`src/rtl/matmul_pkg.sv`:
```
// Shared definitions for the matrix-multiply sequencer: FSM encoding,
// frame geometry defaults and the ROM/SRAM address widths.
package matmul_pkg;
    typedef enum logic [2:0] {
        S_IDLE,
        S_LOAD,
        S_PRE,
        S_MAC,
        S_WB,
        S_FIN
    } state_t;

    localparam int P_N_COL = 4;   // result columns per frame
    localparam int P_N_K   = 4;   // MAC cycles per column
    localparam int ROM_AW  = 4;
    localparam int RAM_AW  = 4;
    localparam int WB_N    = 4;   // SRAM words written per column
    localparam int SEL_W   = 2;
    localparam int MUL_W   = 3;
endpackage

```
`src/rtl/ctrl_timeout.sv`:
```
// LOAD watchdog: counts consecutive cycles the sequencer will spend in LOAD and
// raises a registered one-cycle expiry during the LOAD_TO-th such cycle.
module ctrl_timeout #(
    parameter int LOAD_TO = 255
) (
    input  logic clk,
    input  logic rst,
    input  logic i_en,
    output logic o_expire
);
    localparam int CW = $clog2(LOAD_TO + 1);

    logic [CW-1:0] r_cnt;
    logic          r_expire;

    // i_en is "next cycle is a LOAD cycle", so r_cnt equals the 1-based LOAD
    // cycle number and r_expire lines up with the cycle it reports.
    always_ff @(posedge clk) begin
        if (rst) begin
            r_cnt    <= '0;
            r_expire <= 1'b0;
        end else if (i_en) begin
            r_cnt    <= r_cnt + CW'(1);
            r_expire <= (r_cnt == CW'(LOAD_TO - 1));
        end else begin
            r_cnt    <= '0;
            r_expire <= 1'b0;
        end
    end

    assign o_expire = r_expire;
endmodule

```
`src/rtl/matmul_ctrl.sv`:
```
// Frame sequencer for the matmul datapath: X load, per-column ROM prefetch and
// MAC, then a ready-gated SRAM write-back of WB_N words per column.
module matmul_ctrl
    import matmul_pkg::*;
#(
    parameter int N_COL   = P_N_COL,
    parameter int N_K     = P_N_K,
    parameter int LOAD_TO = 255
) (
    input  logic              clk,
    input  logic              rst,
    input  logic              start,
    input  logic              xload_done,
    input  logic              ry,
    output logic              input_load_en,
    output logic [ROM_AW-1:0] rom_addr,
    output logic              AU_en,
    output logic              acc_clr,
    output logic [MUL_W-1:0]  count_mul,
    output logic              ram_cs_n,
    output logic              ram_we_n,
    output logic [RAM_AW-1:0] ram_addr,
    output logic [SEL_W-1:0]  wb_sel,
    output logic              busy,
    output logic              done,
    output logic              err
);
    localparam int CW = (N_COL > 1) ? $clog2(N_COL) : 1;
    localparam int KW = (N_K > 1) ? $clog2(N_K) : 1;
    localparam int IW = $clog2(WB_N);

    state_t            r_state, w_nxt_state;
    logic [CW-1:0]     r_col, w_col;
    logic [KW-1:0]     r_k, w_k;
    logic [IW-1:0]     r_i, w_i;
    logic              w_expire, w_wr;

    logic              r_load_en, w_load_en;
    logic [ROM_AW-1:0] r_rom_addr, w_rom_addr;
    logic              r_au_en, w_au_en;
    logic              r_acc_clr, w_acc_clr;
    logic [MUL_W-1:0]  r_count_mul, w_count_mul;
    logic              r_wr_n;
    logic [RAM_AW-1:0] r_ram_addr, w_ram_addr;
    logic [SEL_W-1:0]  r_wb_sel, w_wb_sel;
    logic              r_busy, w_busy;
    logic              r_done, w_done;

    ctrl_timeout #(.LOAD_TO(LOAD_TO)) u_timeout (
        .clk      (clk),
        .rst      (rst),
        .i_en     (w_nxt_state == S_LOAD),
        .o_expire (w_expire)
    );

    always_comb begin
        w_nxt_state = r_state;
        w_col       = r_col;
        w_k         = r_k;
        w_i         = r_i;
        case (r_state)
            S_IDLE: if (start) begin
                w_nxt_state = S_LOAD;
                w_col       = '0;
                w_k         = '0;
                w_i         = '0;
            end
            S_LOAD: begin
                if (w_expire)        w_nxt_state = S_IDLE;
                else if (xload_done) w_nxt_state = S_PRE;
            end
            S_PRE: begin
                w_nxt_state = S_MAC;
                w_k         = '0;
            end
            S_MAC: begin
                if (r_k == KW'(N_K - 1)) begin
                    w_nxt_state = S_WB;
                    w_i         = '0;
                end else begin
                    w_k = r_k + KW'(1);
                end
            end
            // Progress only after a write cycle has actually been issued.
            S_WB: if (!r_wr_n) begin
                if (r_i == IW'(WB_N - 1)) begin
                    if (r_col == CW'(N_COL - 1)) begin
                        w_nxt_state = S_FIN;
                    end else begin
                        w_nxt_state = S_PRE;
                        w_col       = r_col + CW'(1);
                        w_k         = '0;
                    end
                end else begin
                    w_i = r_i + IW'(1);
                end
            end
            S_FIN:   w_nxt_state = S_IDLE;
            default: w_nxt_state = S_IDLE;
        endcase
    end

    // Outputs are decoded from the next state so the registered copies line
    // up with the state they describe; ry sampled at an edge opens the write.
    always_comb begin
        w_wr        = (w_nxt_state == S_WB) && ry;
        w_load_en   = (w_nxt_state == S_LOAD);
        w_au_en     = (w_nxt_state == S_MAC);
        w_acc_clr   = (w_nxt_state == S_PRE);
        w_busy      = (w_nxt_state != S_IDLE);
        w_done      = (w_nxt_state == S_FIN);
        w_count_mul = (w_nxt_state == S_MAC) ? MUL_W'(w_k) : '0;
        w_rom_addr  = r_rom_addr;
        w_ram_addr  = r_ram_addr;
        w_wb_sel    = r_wb_sel;
        if (w_nxt_state == S_PRE) begin
            w_rom_addr = ROM_AW'(int'(w_col) * N_K);
        end else if (w_nxt_state == S_MAC) begin
            w_rom_addr = ROM_AW'(int'(w_col) * N_K +
                         ((w_k == KW'(N_K - 1)) ? int'(w_k) : int'(w_k) + 1));
        end
        if (w_wr) begin
            w_ram_addr = RAM_AW'(int'(w_col) * WB_N + int'(w_i));
            w_wb_sel   = SEL_W'(w_i);
        end
    end

    always_ff @(posedge clk) begin
        if (rst) begin
            r_state     <= S_IDLE;
            r_col       <= '0;
            r_k         <= '0;
            r_i         <= '0;
            r_load_en   <= 1'b0;
            r_rom_addr  <= '0;
            r_au_en     <= 1'b0;
            r_acc_clr   <= 1'b0;
            r_count_mul <= '0;
            r_wr_n      <= 1'b1;
            r_ram_addr  <= '0;
            r_wb_sel    <= '0;
            r_busy      <= 1'b0;
            r_done      <= 1'b0;
        end else begin
            r_state     <= w_nxt_state;
            r_col       <= w_col;
            r_k         <= w_k;
            r_i         <= w_i;
            r_load_en   <= w_load_en;
            r_rom_addr  <= w_rom_addr;
            r_au_en     <= w_au_en;
            r_acc_clr   <= w_acc_clr;
            r_count_mul <= w_count_mul;
            r_wr_n      <= ~w_wr;
            r_ram_addr  <= w_ram_addr;
            r_wb_sel    <= w_wb_sel;
            r_busy      <= w_busy;
            r_done      <= w_done;
        end
    end

    assign input_load_en = r_load_en;
    assign rom_addr      = r_rom_addr;
    assign AU_en         = r_au_en;
    assign acc_clr       = r_acc_clr;
    assign count_mul     = r_count_mul;
    assign ram_cs_n      = r_wr_n;
    assign ram_we_n      = r_wr_n;
    assign ram_addr      = r_ram_addr;
    assign wb_sel        = r_wb_sel;
    assign busy          = r_busy;
    assign done          = r_done;
    assign err           = w_expire;
endmodule

```
`config.mk`:
```
export PLATFORM = sky130hd
export DESIGN_NAME = matmul_ctrl
export DESIGN_NICKNAME = d
export VERILOG_FILES = /design/src/rtl/matmul_pkg.sv /design/src/rtl/ctrl_timeout.sv /design/src/rtl/matmul_ctrl.sv
export SDC_FILE = /design/constraint.sdc
export NUM_CORES = 1
export LEC_CHECK = 0
export CORE_ASPECT_RATIO = 0.7
export CORE_MARGIN = 5
export CORE_UTILIZATION = 46
export CTS_CLUSTER_SIZE = 40
export DETAILED_ROUTE_END_ITERATION = 7
export GPL_TIMING_DRIVEN = 1
export PLACE_DENSITY_LB_ADDON = 0.25
export SYNTH_ARGS = -nofsm -noshare
export SYNTH_HDL_FRONTEND = slang
export SYNTH_SLANG_ARGS = --single-unit
```
`constraint.sdc`:
```
create_clock -name clk -period 1.74 [get_ports clk]
set_input_delay 0.261 -clock clk [delete_from_list [all_inputs] [get_ports clk]]
set_output_delay 0.261 -clock clk [all_outputs]
set_load 0.03 [all_outputs]
```
==> summary.md, run 1 <==
| Metric | Value |
|---|---|
| Status | finished, violations left |
| Failing checks | setup timing |
| Final Core Density | between 60% and 70% |
| Die height | about 58 um |
| Clock root cell | clkbuf_8 |
| Type of origin of the critical path | register |
| Vias per std cell | ~5.5 |
| Synth area leader | dfxtp_1 |
| Register area | 692 sq um |
| DRC viols | 0 |
| Reg2reg setup slack | -0.04 ns |
| CTS tree | yes |
| Placed cells | 235 |
| Fin nets | 220 |
| Post-synth EDFFs | 0 |
| Ant diodes | 0 |
| Area of the multi-input gates | 860 sq um |
| Power per Cell Area | 805 mW/mm^2 |
| Vias in the first global route | ~1300 |
| Max Slew Vio Count | 0 |
| Synth Register Bits | 34 |
| CTS buffer count | 5 |
| Later-pin clock latency in the skew report | 0.29 ns |
| DR iter-0 viols | 110 |
| Min-Delay Path Class | reg -> reg |
| Arrival @ worst endpoint | 1.95 ns |
| CP peak stage delay | 0.37 ns |
| DRT Wirelength | between 3000 and 4000 um |
| Hold Startpoint | u_timeout.r_cnt[0]$_SDFF_PP0_ |
| Static Leak | roughly 0.83 nW |
| DP HPWL | 2640 um |
| GR Overflow Total | 0 |
| Max Cap Viol | 0 |
| Met1 Usage GRT | 23.0% |
| Synth cell types | 45 |
| DIE AREA | 0.00449 sq mm |
| R2R depth | 5 |
| Synthesized area | 0.00149 sq mm |
| Fillers | ~230 |
| Worst-path cell chain | nor3b_2 -> o31a_1 -> nor4b_4 -> and2_4 -> mux2_4 |
| RePlAce Congestion | between 1 and 1.5 |
| WP data required | 1.91 ns |
| H-Tree Depth | 2 |
| Yosys Warn Count | 0 |
| Drt pass-1 iters | 4 |
| Port Buffers | 24 |
| Io pins | 26 |
| # hold bufs at CTS | 0 |
| Largest net degree at the start of global routing | 21 |
| Crit end category | register |
| Kind of critical path | reg -> reg |
| Yosys top cell area share | 45.7% |
| Clk sinks | 34 |
| Crit Reg-Reg Endpoint | ram_addr[1]$_SDFFE_PP0P_ |
| Register area share after synthesis | 45.7% |
| Gr usage total | 17.4% |
| Initial Util | 47.6% |
| Critical-path top delay cell | dfxtp_4 |
| Met2 Use GR | between 20% and 30% |
| Peak VDD IR | 0.717 mV |
| Layout cells sized above 1 | 29.4% |
| Worst-path fanout max | 6 |
| Final worst-path setup slack | -0.0364 ns |
| Final min period | 1.78 ns |
| Dpl cell area | 0.00186 sq mm |
| Fin cells | approximately 250 |
| Max frequency | ~560 MHz |
| Hold depth | 1 |
| Post-route cell area | 0.00217 sq mm |
| Dominant cells by area after synthesis | dfxtp_1, nor2_1, nor2b_1 |
| Fin. Hold Viols | 0 |
| Hold EP | u_timeout.r_cnt[0]$_SDFF_PP0_ |
| RSZ-0062 raised after global routing | yes |
| Initial antenna violation count | 0 |
| Syn_area_per_cell | 8.97 sq um |
| Core region area | approximately 0.0031 sq mm |
| Final period util | 102% |
| GR Util met3 | 6.15% |
| DR vias | 1396 |
| Clock Pin Slew Worst Setup and Hold Paths | 0.07 ns |
| Row Count | 17 |
| Post-Synthesis Cells | between 150 and 200 |
| Worst Skew | 0.00610 ns |
| Hold Slack | 0.472 ns |
| Die Wd | roughly 78 um |
| Routed Antenna Nets | 0 |
| Net Count, Synth | between 150 and 200 |
| Pwr Total | 1.74 mW |
| First-pass GRT wire length | 6210 um |
| Top Usage Layer GRT | met2 |
| R2r startpoint | r_state[0]$_SDFF_PP0_ |
| Longest Clk Path Bufs | 2 |
| Async SR Flop Fraction | 0% |
| Average wire per standard cell | approximately 16 um |
| Setup Viol. Count Final | 2 |
| Layout area overhead | 45.5% |
| Ys flop type | dfxtp_1 |
Yosys cell counts, types with 3 or more instances:
cell / number
a211oi_1: 6
a21oi_1: 4
and2_1: 5
buf_4: 5
clkbuf_1: 5
dfxtp_1: 34
inv_1: 3
nand2_1: 11
nand3_1: 6
nor2_1: 25
nor2b_1: 8
nor3_1: 3
o21ai_0: 5
xnor2_1: 3
xor2_1: 3
how the worst max path moves through the flow:
| stage | to | cells past startpoint | startpoint |
|---|---|---|---|
| global placement | u_timeout.o_expire$_SDFF_PP0_ | 6 | xload_done |
| finish | ram_addr[1]$_SDFFE_PP0P_ | 5 | r_state[0]$_SDFF_PP0_ |
| floorplan | ram_addr[0]$_SDFFE_PP0P_ | 5 | u_timeout.o_expire$_SDFF_PP0_ |
| detailed placement | u_timeout.o_expire$_SDFF_PP0_ | 6 | xload_done |
| CTS | ram_addr[0]$_SDFFE_PP0P_ | 6 | xload_done |
| global route | ram_addr[1]$_SDFFE_PP0P_ | 5 | r_state[0]$_SDFF_PP0_ |
flip-flops by register name, indices dropped and copies added, names as in the netlist:
name and count:
AU_en 1, acc_clr 1, busy 1, count_mul 2, done 1, input_load_en 1, r_col 2, r_i 2
r_k 2, r_state 3, ram_addr 4, ram_cs_n 1, rom_addr 4, u_timeout.o_expire 1, u_timeout.r_cnt 8
cell type report:
cell class,instances,share of cell area (%)
timing repair buffer,49,20.4
sequential,34,31.9
inverter,4,0.693
tap,38,2.20
clock buffer,8,5.08
multi-input combinational,119,39.7
logic make-up after synthesis:
family,Yosys count,share of synthesized area (%)
DFF,34,45.7
muxes,2,1.51
other,1,0.252
xor gates and xnor gates,6,3.53
and+or+nand+nor,77,28.6
AOI/OAI and AO/OA,30,13.9
adders and majority gates,2,1.68
buffers and inverters,14,4.79
routing by layer:
layer,share of wire [%],up-vias
met5,0,-
met4,1.1,0
met2,46,63
met1,44,659
li1,-,668
met3,8.8,6
report_power, final:
group | switching, mW | internal [mW] | leakage (nW)
Combinational | 0.135 | 0.113 | 0.499
Sequential | 0.0196 | 0.802 | 0.278
Clock | 0.275 | 0.399 | 0.0575
Total | 0.429 | 1.31 | 0.834
critical path, delay by kind of cell (launching register included):
family	cells	cell delay, ns
simple gates	3	0.67
flops	1	0.37
mux	1	0.30
compound gates	1	0.31
layout by cell type, fill, tap and decap left out, types with 2 or more instances in the layout:
cell             netlist  final
and3_1                 2      2
clkbuf_8               0      8
o211ai_1               2      2
a211oi_2               0      5
buf_6                  0      4
and2_1                 5      4
dfxtp_1               34     29
dfxtp_4                0      2
a21oi_1                4      4
nand3_1                6      6
buf_4                  5     21
nor2_1                25     23
ha_1                   2      2
dfxtp_2                0      3
nor3_1                 3      3
nor2_2                 1      2
clkdlybuf4s50_1        0     23
xor2_1                 3      3
and3b_1                2      2
mux2_4                 0      2
inv_1                  3      3
o21ai_0                5      5
xnor2_1                3      3
nor2b_1                8      7
nand2_1               11     11
metrics by stage:
stage | worst slack [ns] | setup TNS, ns
final | -0.0364 | -0.0619
after detailed placement | -0.345 | -4.33
after floorplan | 0.0335 | 0
after CTS | -0.0177 | -0.0540
after global routing | -0.0609 | -0.331
after global placement | -0.270 | -3.37
repair_timing:
action                     4_1_cts  5_1_grt
pin swaps                        3       10
buffers inserted                 3        5
hold endpoints to repair         0        0
gates resized for setup          9       22
cloned                           1        0
setup endpoints to repair       13       17
Power figures use the tool's default switching activity.
==> run 2: changes to the inputs <==
--- a/config.mk
+++ b/config.mk
@@ -5,13 +5,15 @@
 export SDC_FILE = /design/constraint.sdc
 export NUM_CORES = 1
 export LEC_CHECK = 0
+export ABC_AREA = 1
 export CORE_ASPECT_RATIO = 0.7
 export CORE_MARGIN = 5
-export CORE_UTILIZATION = 46
+export CORE_UTILIZATION = 47
 export CTS_CLUSTER_SIZE = 40
 export DETAILED_ROUTE_END_ITERATION = 7
 export GPL_TIMING_DRIVEN = 1
 export PLACE_DENSITY_LB_ADDON = 0.25
+export SKIP_LAST_GASP = 1
 export SYNTH_ARGS = -nofsm -noshare
 export SYNTH_HDL_FRONTEND = slang
 export SYNTH_SLANG_ARGS = --single-unit
==> run 2 against run 1 <==
  * The flow now finishes without violations
  * Clock power fell by 13%
  * Sequential power rose by 1%
  * Final cell count rose by 16%
==> summary.md, run 2 <==
| Metric | Value |
|---|---|
| Max Slew Vio Count | 0 (unchanged) |
| Worst-path cell chain | clkdlybuf4s50_1 |
| Fin nets | 261 (+19%) |
| Kind of critical path | reg -> out |
| Hold Slack | 0.464 ns (-0.00795 ns) |
| Row Count | 17 (unchanged) |
| GR Overflow Total | 0 (unchanged) |
| Core region area | 0.00319 sq mm (+2.0%) |
| Initial Util | 49.6% (+2.0 points) |
| Drt pass-1 iters | 4 (unchanged) |
| H-Tree Depth | 2 (unchanged) |
| Port Buffers | 24 (unchanged) |
| Most common cell in the netlist | nand2_1 |
| Sequential power share | 48.6% (+1.5 points) |
| Fin. Hold Viols | 0 (unchanged) |
| Critical-path top delay cell | clkdlybuf4s50_1 |
| R2r startpoint | r_state[1]$_SDFF_PP0_ |
| Post-synth EDFFs | 0 (unchanged) |
| Crit end category | output port |
| Crit Reg-Reg Endpoint | rom_addr[1]$_SDFFE_PP0N_ |
| Reg2reg setup slack | 0.23 ns (+0.27 ns) |
| Number of cells on the critical path | 1 (-4) |
| Setup Viol. Count Final | 0 (-2) |
| Post-CTS Setup Bufs | 0 (-3) |
| DIE AREA | 0.00465 sq mm (+3.5%) |
| Max frequency | 615 MHz (+9.3%) |
| Largest register FFs | 8 (unchanged) |
| Final period util | 93.4% (-8.7 points) |
| Initial antenna violation count | 0 (unchanged) |
| Type of origin of the critical path | register |
| Clk sinks | 34 (unchanged) |
| Dpl cell area | 0.00187 sq mm (+0.34%) |
| Longest Clk Path Bufs | 2 (unchanged) |
| Commonest non-fill, non-tap cell in the layout | nand2_1 |
| Dominant cells by area after synthesis | dfxtp_1, nand2_1, nor2_1 |
| Synth cell types | 30 (-33%) |
| Min-Delay Path Class | reg -> reg |
| CTS tree | yes |
| Post-Synthesis Cells | 224 (+35%) |
| Hold depth | 1 (unchanged) |
| Static Leak | 0.842 nW (+1.0%) |
| Power per Cell Area | 871 mW/mm^2 (+8.2%) |
| Layout cells sized above 1 | 12.2% (-17 points) |
| RePlAce Congestion | 0.894 (-15%) |
| RSZ-0062 raised after global routing | no |
| Synth area leader | dfxtp_1 |
| DRT Wirelength | 3230 um (-19%) |
| Arrival @ worst endpoint | 1.36 ns (-0.59 ns) |
| Average wire per standard cell | 11.0 um (-30%) |
| Biggest register | u_timeout.r_cnt |
| Setup TNS Final | 0 ns (+0.0619 ns) |
| First-pass GRT wire length | 5840 um (-6.0%) |
| Async SR Flop Fraction | 0% (unchanged) |
| Yosys Warn Count | 0 (unchanged) |
| # hold bufs at CTS | 0 (unchanged) |
| Final min period | 1.63 ns (-0.151 ns) |
| Max Cap Viol | 0 (unchanged) |
| Die Wd | 79.4 um (+1.8%) |
| Ys flop type | dfxtp_1 |
| Post-route cell area | 0.00196 sq mm (-9.5%) |
| DR vias | 1426 (+2.1%) |
| Largest net degree at the start of global routing | 14 (-33%) |
| Ant diodes | 0 (unchanged) |
| CTS buffer count | 5 (unchanged) |
| Synthesized area | 0.00158 sq mm (+6.4%) |
| Peak VDD IR | 0.508 mV (-29%) |
| Worst-path fanout max | 4 (-2) |
| DP HPWL | 2460 um (-6.6%) |
| R2R depth | 9 (+4) |
| Io pins | 26 (unchanged) |
| Die height | 58.6 um (+1.7%) |
| Critical path's top delay family | buffers and inverters |
| Vias in the first global route | 1282 (-4.2%) |
| # resized after CTS | 0 (-9) |
| Most frequent cells in the layout | nand2_1, nor2_1, dfxtp_1 |
| Routed Antenna Nets | 0 (unchanged) |
| Later-pin clock latency in the skew report | 0.28 ns (about the same) |
| WP data required | 1.48 ns (-0.43 ns) |
| Register area share after synthesis | 43.0% (-2.7 points) |
| Vias per std cell | 4.87 (-12%) |
| Switching power share of the total | 27.8% (+3.2 points) |
| Commonest cells in the netlist | nand2_1, nor2_1, dfxtp_1 |
| Net Count, Synth | 231 (+34%) |
| Comb power frac | 17.2% (+3.0 points) |
| Status | finished clean |
| Clock power share | 34.3% (-4.4 points) |
| Worst setup path endpoint | ram_we_n |
| Layout area overhead | 23.7% |
| Final Core Density | 61.4% (-7.9 points) |
| Yosys top cell area share | 43.0% (-2.7 points) |
| Clock Pin Slew Worst Setup and Hold Paths | 0.06 ns (about the same) |
| Internal power | 1.23 mW (-6.3%) |
| DRC viols | 0 (unchanged) |
| CP peak stage delay | 0.69 ns (+0.32 ns) |
| Syn_area_per_cell | 7.07 sq um (-21%) |
| Synth Register Bits | 34 (unchanged) |
| Buffers & Inverters on Critical Path | 1 (+1) |
| Worst Skew | 0.00392 ns (-0.00218 ns) |
| Clock root cell | clkbuf_8 |
| Psw | 0.475 mW (+11%) |
| Gr usage total | 16.1% (-1.4 points) |
| DR iter-0 viols | 123 (+12%) |
| Critical path launch point | ram_cs_n$_SDFF_PP1_ |
==> run 2: changes by cell type in the layout (fill, tap and decap cells not counted), moves of 7 or more <==
cell     change
nand2_1     +37
inv_1       +25
buf_4       -15
nand3_1     +13
nor2_1      +13
nand4_1      +7
nor2b_1      -7
==> run 2: worst register-to-register path, cell delays in order, from the launching register on <==
cell,delay (ns)
dfxtp_1,0.45
nor2_1,0.13
nand3_1,0.15
nand2_1,0.08
nor2_2,0.11
nand2_2,0.07
inv_2,0.16
nand2_1,0.12
nand3_1,0.10
nor2_1,0.04
==> run 2: power groups by stage <==
stage | Sequential, mW | Combinational [mW] | Clock (mW)
after floorplan | 0.885 | 0.153 | 0
after global placement | 0.846 | 0.290 | 0
after detailed placement | 0.846 | 0.292 | 0
after CTS | 0.829 | 0.294 | 0.602
after global routing | 0.834 | 0.325 | 0.642
final | 0.829 | 0.293 | 0.585
==> run 2: worst min path at each step <==
stage                             startpoint                             to  slack, ns
6_report       u_timeout.r_cnt[0]$_SDFF_PP0_  u_timeout.r_cnt[0]$_SDFF_PP0_       0.46
5_1_grt             rom_addr[1]$_SDFFE_PP0N_       rom_addr[1]$_SDFFE_PP0N_       0.52
4_1_cts        u_timeout.r_cnt[0]$_SDFF_PP0_  u_timeout.r_cnt[0]$_SDFF_PP0_       0.47
3_5_place_dp   u_timeout.r_cnt[0]$_SDFF_PP0_  u_timeout.r_cnt[0]$_SDFF_PP0_       0.46
3_3_place_gp   u_timeout.r_cnt[0]$_SDFF_PP0_  u_timeout.r_cnt[0]$_SDFF_PP0_       0.45
2_1_floorplan                            rst        count_mul[0]$_SDFF_PP0_       0.34
==> run 2: final cells by class <==
| class | count | area (sq um) |
|---|---|---|
| clock buffer | 7 | 86.3 |
| inverter | 34 | 133 |
| multi-input combinational | 149 | 722 |
| tap | 38 | 47.5 |
| timing repair buffer | 30 | 285 |
| clock inverter | 1 | 5.00 |
| sequential | 34 | 681 |
| fill | 283 | 1230 |
==> run 2: cells by family (layout without fill, tap and decap cells) <==
logic type,Yosys count,after routing,synth area share [%]
adder cells (fa/ha/maj),2,2,1.58
other,1,1,0.237
buffers and inverters,41,72,11.5
XOR/XNOR,3,3,1.66
flip-flops,34,34,43.0
AO/OA/AOI/OAI,15,15,5.61
AND/OR/NAND/NOR,128,128,36.5
==> run 2: stage by stage <==
step	worst slack (ns)	instances	power (mW)
floorplan	0.297	224	1.04
global placement	0.0911	285	1.14
detailed placement	0.0751	285	1.14
CTS	0.108	293	1.72
global route	0.0401	293	1.80
finish	0.115	293	1.71
==> run 2: metal layers <==
metal | up-vias | part of all wire (%) | track usage [%]
met5 | - | 0 | 0
met2 | 48 | 39 | 22.5
met1 | 617 | 52 | 23.2
li1 | 756 | - | -
met3 | 5 | 7.1 | 5.20
met4 | 0 | 1.5 | 5.15
==> run 3: changes to the inputs <==
--- a/config.mk
+++ b/config.mk
@@ -8,9 +8,10 @@
 export ABC_AREA = 1
 export CORE_ASPECT_RATIO = 0.7
 export CORE_MARGIN = 5
-export CORE_UTILIZATION = 47
+export CORE_UTILIZATION = 55
 export CTS_CLUSTER_SIZE = 40
 export DETAILED_ROUTE_END_ITERATION = 7
+export DONT_BUFFER_PORTS = 1
 export GPL_TIMING_DRIVEN = 1
 export PLACE_DENSITY_LB_ADDON = 0.25
 export SKIP_LAST_GASP = 1
==> run 3 against run 2 <==
  * First-iteration DRC count grew 50%
  * Utilization grew 1.1 points
  * Maximum frequency grew 8.0%
  * Die area shrank 12%
  * Count of clock-buffer cells in the layout shrank 1
  * Register-to-register slack is essentially flat
  * Wire length grew 1.3%
  * Clock skew is essentially flat
  * Global-route usage grew 2.6 points
  * Critical path type is now reg -> reg
==> summary.md, run 3 (synthesis results as in run 2) <==
| Metric | Value |
|---|---|
| Fillers | 253 (-11%) |
| H-Tree Depth | 2 (unchanged) |
| Critical-path top delay cell | dfxtp_1 |
| Fin nets | 237 (-9.2%) |
| # hold bufs at CTS | 0 (unchanged) |
| Buffers & Inverters on Critical Path | 2 (+1) |
| Max frequency | 664 MHz (+8.0%) |
| DIE AREA | 0.00407 sq mm (-12%) |
| GR Overflow Total | 0 (unchanged) |
| Number of cells on the critical path | 10 (+9) |
| Switching power share of the total | 26.6% (-1.3 points) |
| Gr usage total | 18.6% (+2.6 points) |
| Initial Util | 56.9% (+7.3 points) |
| Post-CTS Setup Bufs | 0 (unchanged) |
| Clk sinks | 34 (unchanged) |
| Core region area | 0.00278 sq mm (-13%) |
| Clock root cell | clkbuf_8 |
| Later-pin clock latency in the skew report | 0.28 ns (about the same) |
| Die Wd | 74.1 um (-6.6%) |
| R2R depth | 10 (+1) |
| Peak VDD IR | 0.615 mV (+21%) |
| Die height | 54.9 um (-6.3%) |
| Psw | 0.481 mW (+1.2%) |
| DP HPWL | 2430 um (-1.3%) |
| DR vias | 1324 (-7.2%) |
| Sequential power share | 48.2% (-0.4 points) |
| DR iter-0 viols | 184 (+50%) |
| CTS buffer count | 5 (unchanged) |
| Routed Antenna Nets | 0 (unchanged) |
| Routed wl met3 | 361 um (+57%) |
| Drt pass-1 iters | 5 (+1) |
| Io pins | 26 (unchanged) |
| Critical path's top delay family | simple AND/OR/NAND/NOR gates |
| DRC viols | 0 (unchanged) |
| Final min period | 1.51 ns (-0.120 ns) |
| Met2 WL | 1210 um (-5.0%) |
| Average wire per standard cell | 12.3 um (+12%) |
| CP peak stage delay | 0.42 ns (-0.27 ns) |
| Worst setup path endpoint | ram_addr[2]$_SDFFE_PP0P_ |
| Kind of critical path | reg -> reg |
| Commonest non-fill, non-tap cell in the layout | nand2_1 |
| Layout area overhead | 9.79% |
| M1 WL | 1680 um (unchanged) |
| Status | finished clean |
| Worst-path cell chain | nand3_1 -> nand2_1 -> nand2_1 -> nor2_2 -> nand2_2 -> inv_2 -> nand3_4 -> nand2_1 -> inv_1 -> nor2_1 |
| Worst Skew | 0.00391 ns (-0.00000486 ns) |
| Power per Cell Area | 1040 mW/mm^2 (+20%) |
| Setup Viol. Count Final | 0 (unchanged) |
| Port Buffers | 0 (-100%) |
| Dpl cell area | 0.00163 sq mm (-13%) |
| Final period util | 86.5% (-6.9 points) |
| DRT Wirelength | 3270 um (+1.3%) |
| Crit Reg-Reg Endpoint | ram_addr[2]$_SDFFE_PP0P_ |
| Initial antenna violation count | 0 (unchanged) |
| Arrival @ worst endpoint | 1.73 ns (+0.37 ns) |
| Type of origin of the critical path | register |
| Reg2reg setup slack | 0.23 ns (about the same) |
| Critical path launch point | r_state[0]$_SDFF_PP0_ |
| Highest metal used | met4 |
| Most frequent cells in the layout | nand2_1, nor2_1, dfxtp_1 |
| Largest net degree at the start of global routing | 15 (+1) |
| Max-Slew Margin vs Limit | 59.6% |
| First-pass GRT wire length | 5580 um (-4.4%) |
| Vias per std cell | 4.98 (+2.3%) |
| RSZ-0062 raised after global routing | no |
| Clock Pin Slew Worst Setup and Hold Paths | 0.07 ns (about the same) |
| Crit end category | register |
| Slew @ Worst Pin | 0.605 ns |
| Post-route cell area | 0.00174 sq mm (-11%) |
| Ant diodes | 0 (unchanged) |
| Setup TNS Final | 0 ns (unchanged) |
| Clock power share | 40.7% (+6.4 points) |
| Min-Delay Path Class | in -> reg |
| Vias in the first global route | 1225 (-4.4%) |
| CTS tree | yes |
| Largest register FFs | 8 (unchanged) |
| Fin. Hold Viols | 0 (unchanged) |
| Comb power frac | 11.1% (-6.1 points) |
| Internal power | 1.33 mW (+8.1%) |
| Row Count | 16 (-1) |
| Max Slew Vio Count | 0 (unchanged) |
| Max Cap Viol | 0 (unchanged) |
| Layout cells sized above 1 | 13.9% (+1.8 points) |
| Worst-path fanout max | 8 (+4) |
| Critical path's most frequent cell | nand2_1 |
| # resized after CTS | 0 (unchanged) |
| WP data required | 1.96 ns (+0.48 ns) |
| Biggest register | u_timeout.r_cnt |
| Static Leak | 0.767 nW (-9.0%) |
| Longest Clk Path Bufs | 2 (unchanged) |
| R2r startpoint | r_state[0]$_SDFF_PP0_ |
| RePlAce Congestion | 0.841 (-5.9%) |
-- run 3: final cells by class --
type	instances	area (sq um)	share of cell area, %
repair buffers	6	45.0	2.59
clock buffers	6	82.6	4.75
inverters	34	133	7.63
multi-input cells	149	722	41.5
clock inverters	1	30.0	1.73
well taps	36	45.0	2.59
flip-flops and latches	34	682	39.2
-- run 3: metrics by stage --
| step | cells | hold WS, ns | util (%) | setup slack (ns) | total power [mW] |
|---|---|---|---|---|---|
| 6_report | 266 | 0.0408 | 62.5 | 0.235 | 1.81 |
| 5_1_grt | 266 | 0.0276 | 62.5 | 0.0643 | 1.90 |
| 4_1_cts | 266 | 0.0374 | 62.5 | 0.135 | 1.82 |
| 3_5_place_dp | 259 | 0.337 | 58.4 | 0.149 | 1.09 |
| 3_3_place_gp | 259 | 0.336 | 58.4 | 0.170 | 1.09 |
| 2_1_floorplan | 224 | 0.339 | - | 0.297 | 1.04 |
-- run 3: worst reg2reg max path: cells and delay by family (launching register included) --
family        cells  cell delay [ns]
simple gates      8             0.84
buf+inv           2             0.18
flops             1             0.42
-- run 3: metal layers --
metal  track usage (%)  up-vias
met2              24.9       57
met3              7.58        4
met1              27.1      560
met4              5.42        0
li1                  -      703
met5                 0        -
-- run 3: worst min-delay path by stage --
stage | from | end | slack, ns | cells after the start
4_1_cts | rst | r_state[1]$_SDFF_PP0_ | 0.04 | 1
6_report | rst | r_k[1]$_SDFF_PP0_ | 0.04 | 1
2_1_floorplan | rst | count_mul[0]$_SDFF_PP0_ | 0.34 | 1
3_5_place_dp | rst | r_col[0]$_SDFF_PP0_ | 0.34 | 1
3_3_place_gp | rst | r_state[0]$_SDFF_PP0_ | 0.34 | 1
5_1_grt | rst | r_state[1]$_SDFF_PP0_ | 0.03 | 1
-- run 3: power by group through the flow --
stage	combinational [mW]	sequential [mW]	clock (mW)
floorplan	0.153	0.885	0
global placement	0.197	0.890	0
detailed placement	0.196	0.891	0
CTS	0.198	0.873	0.751
global route	0.226	0.879	0.797
finish	0.201	0.873	0.738
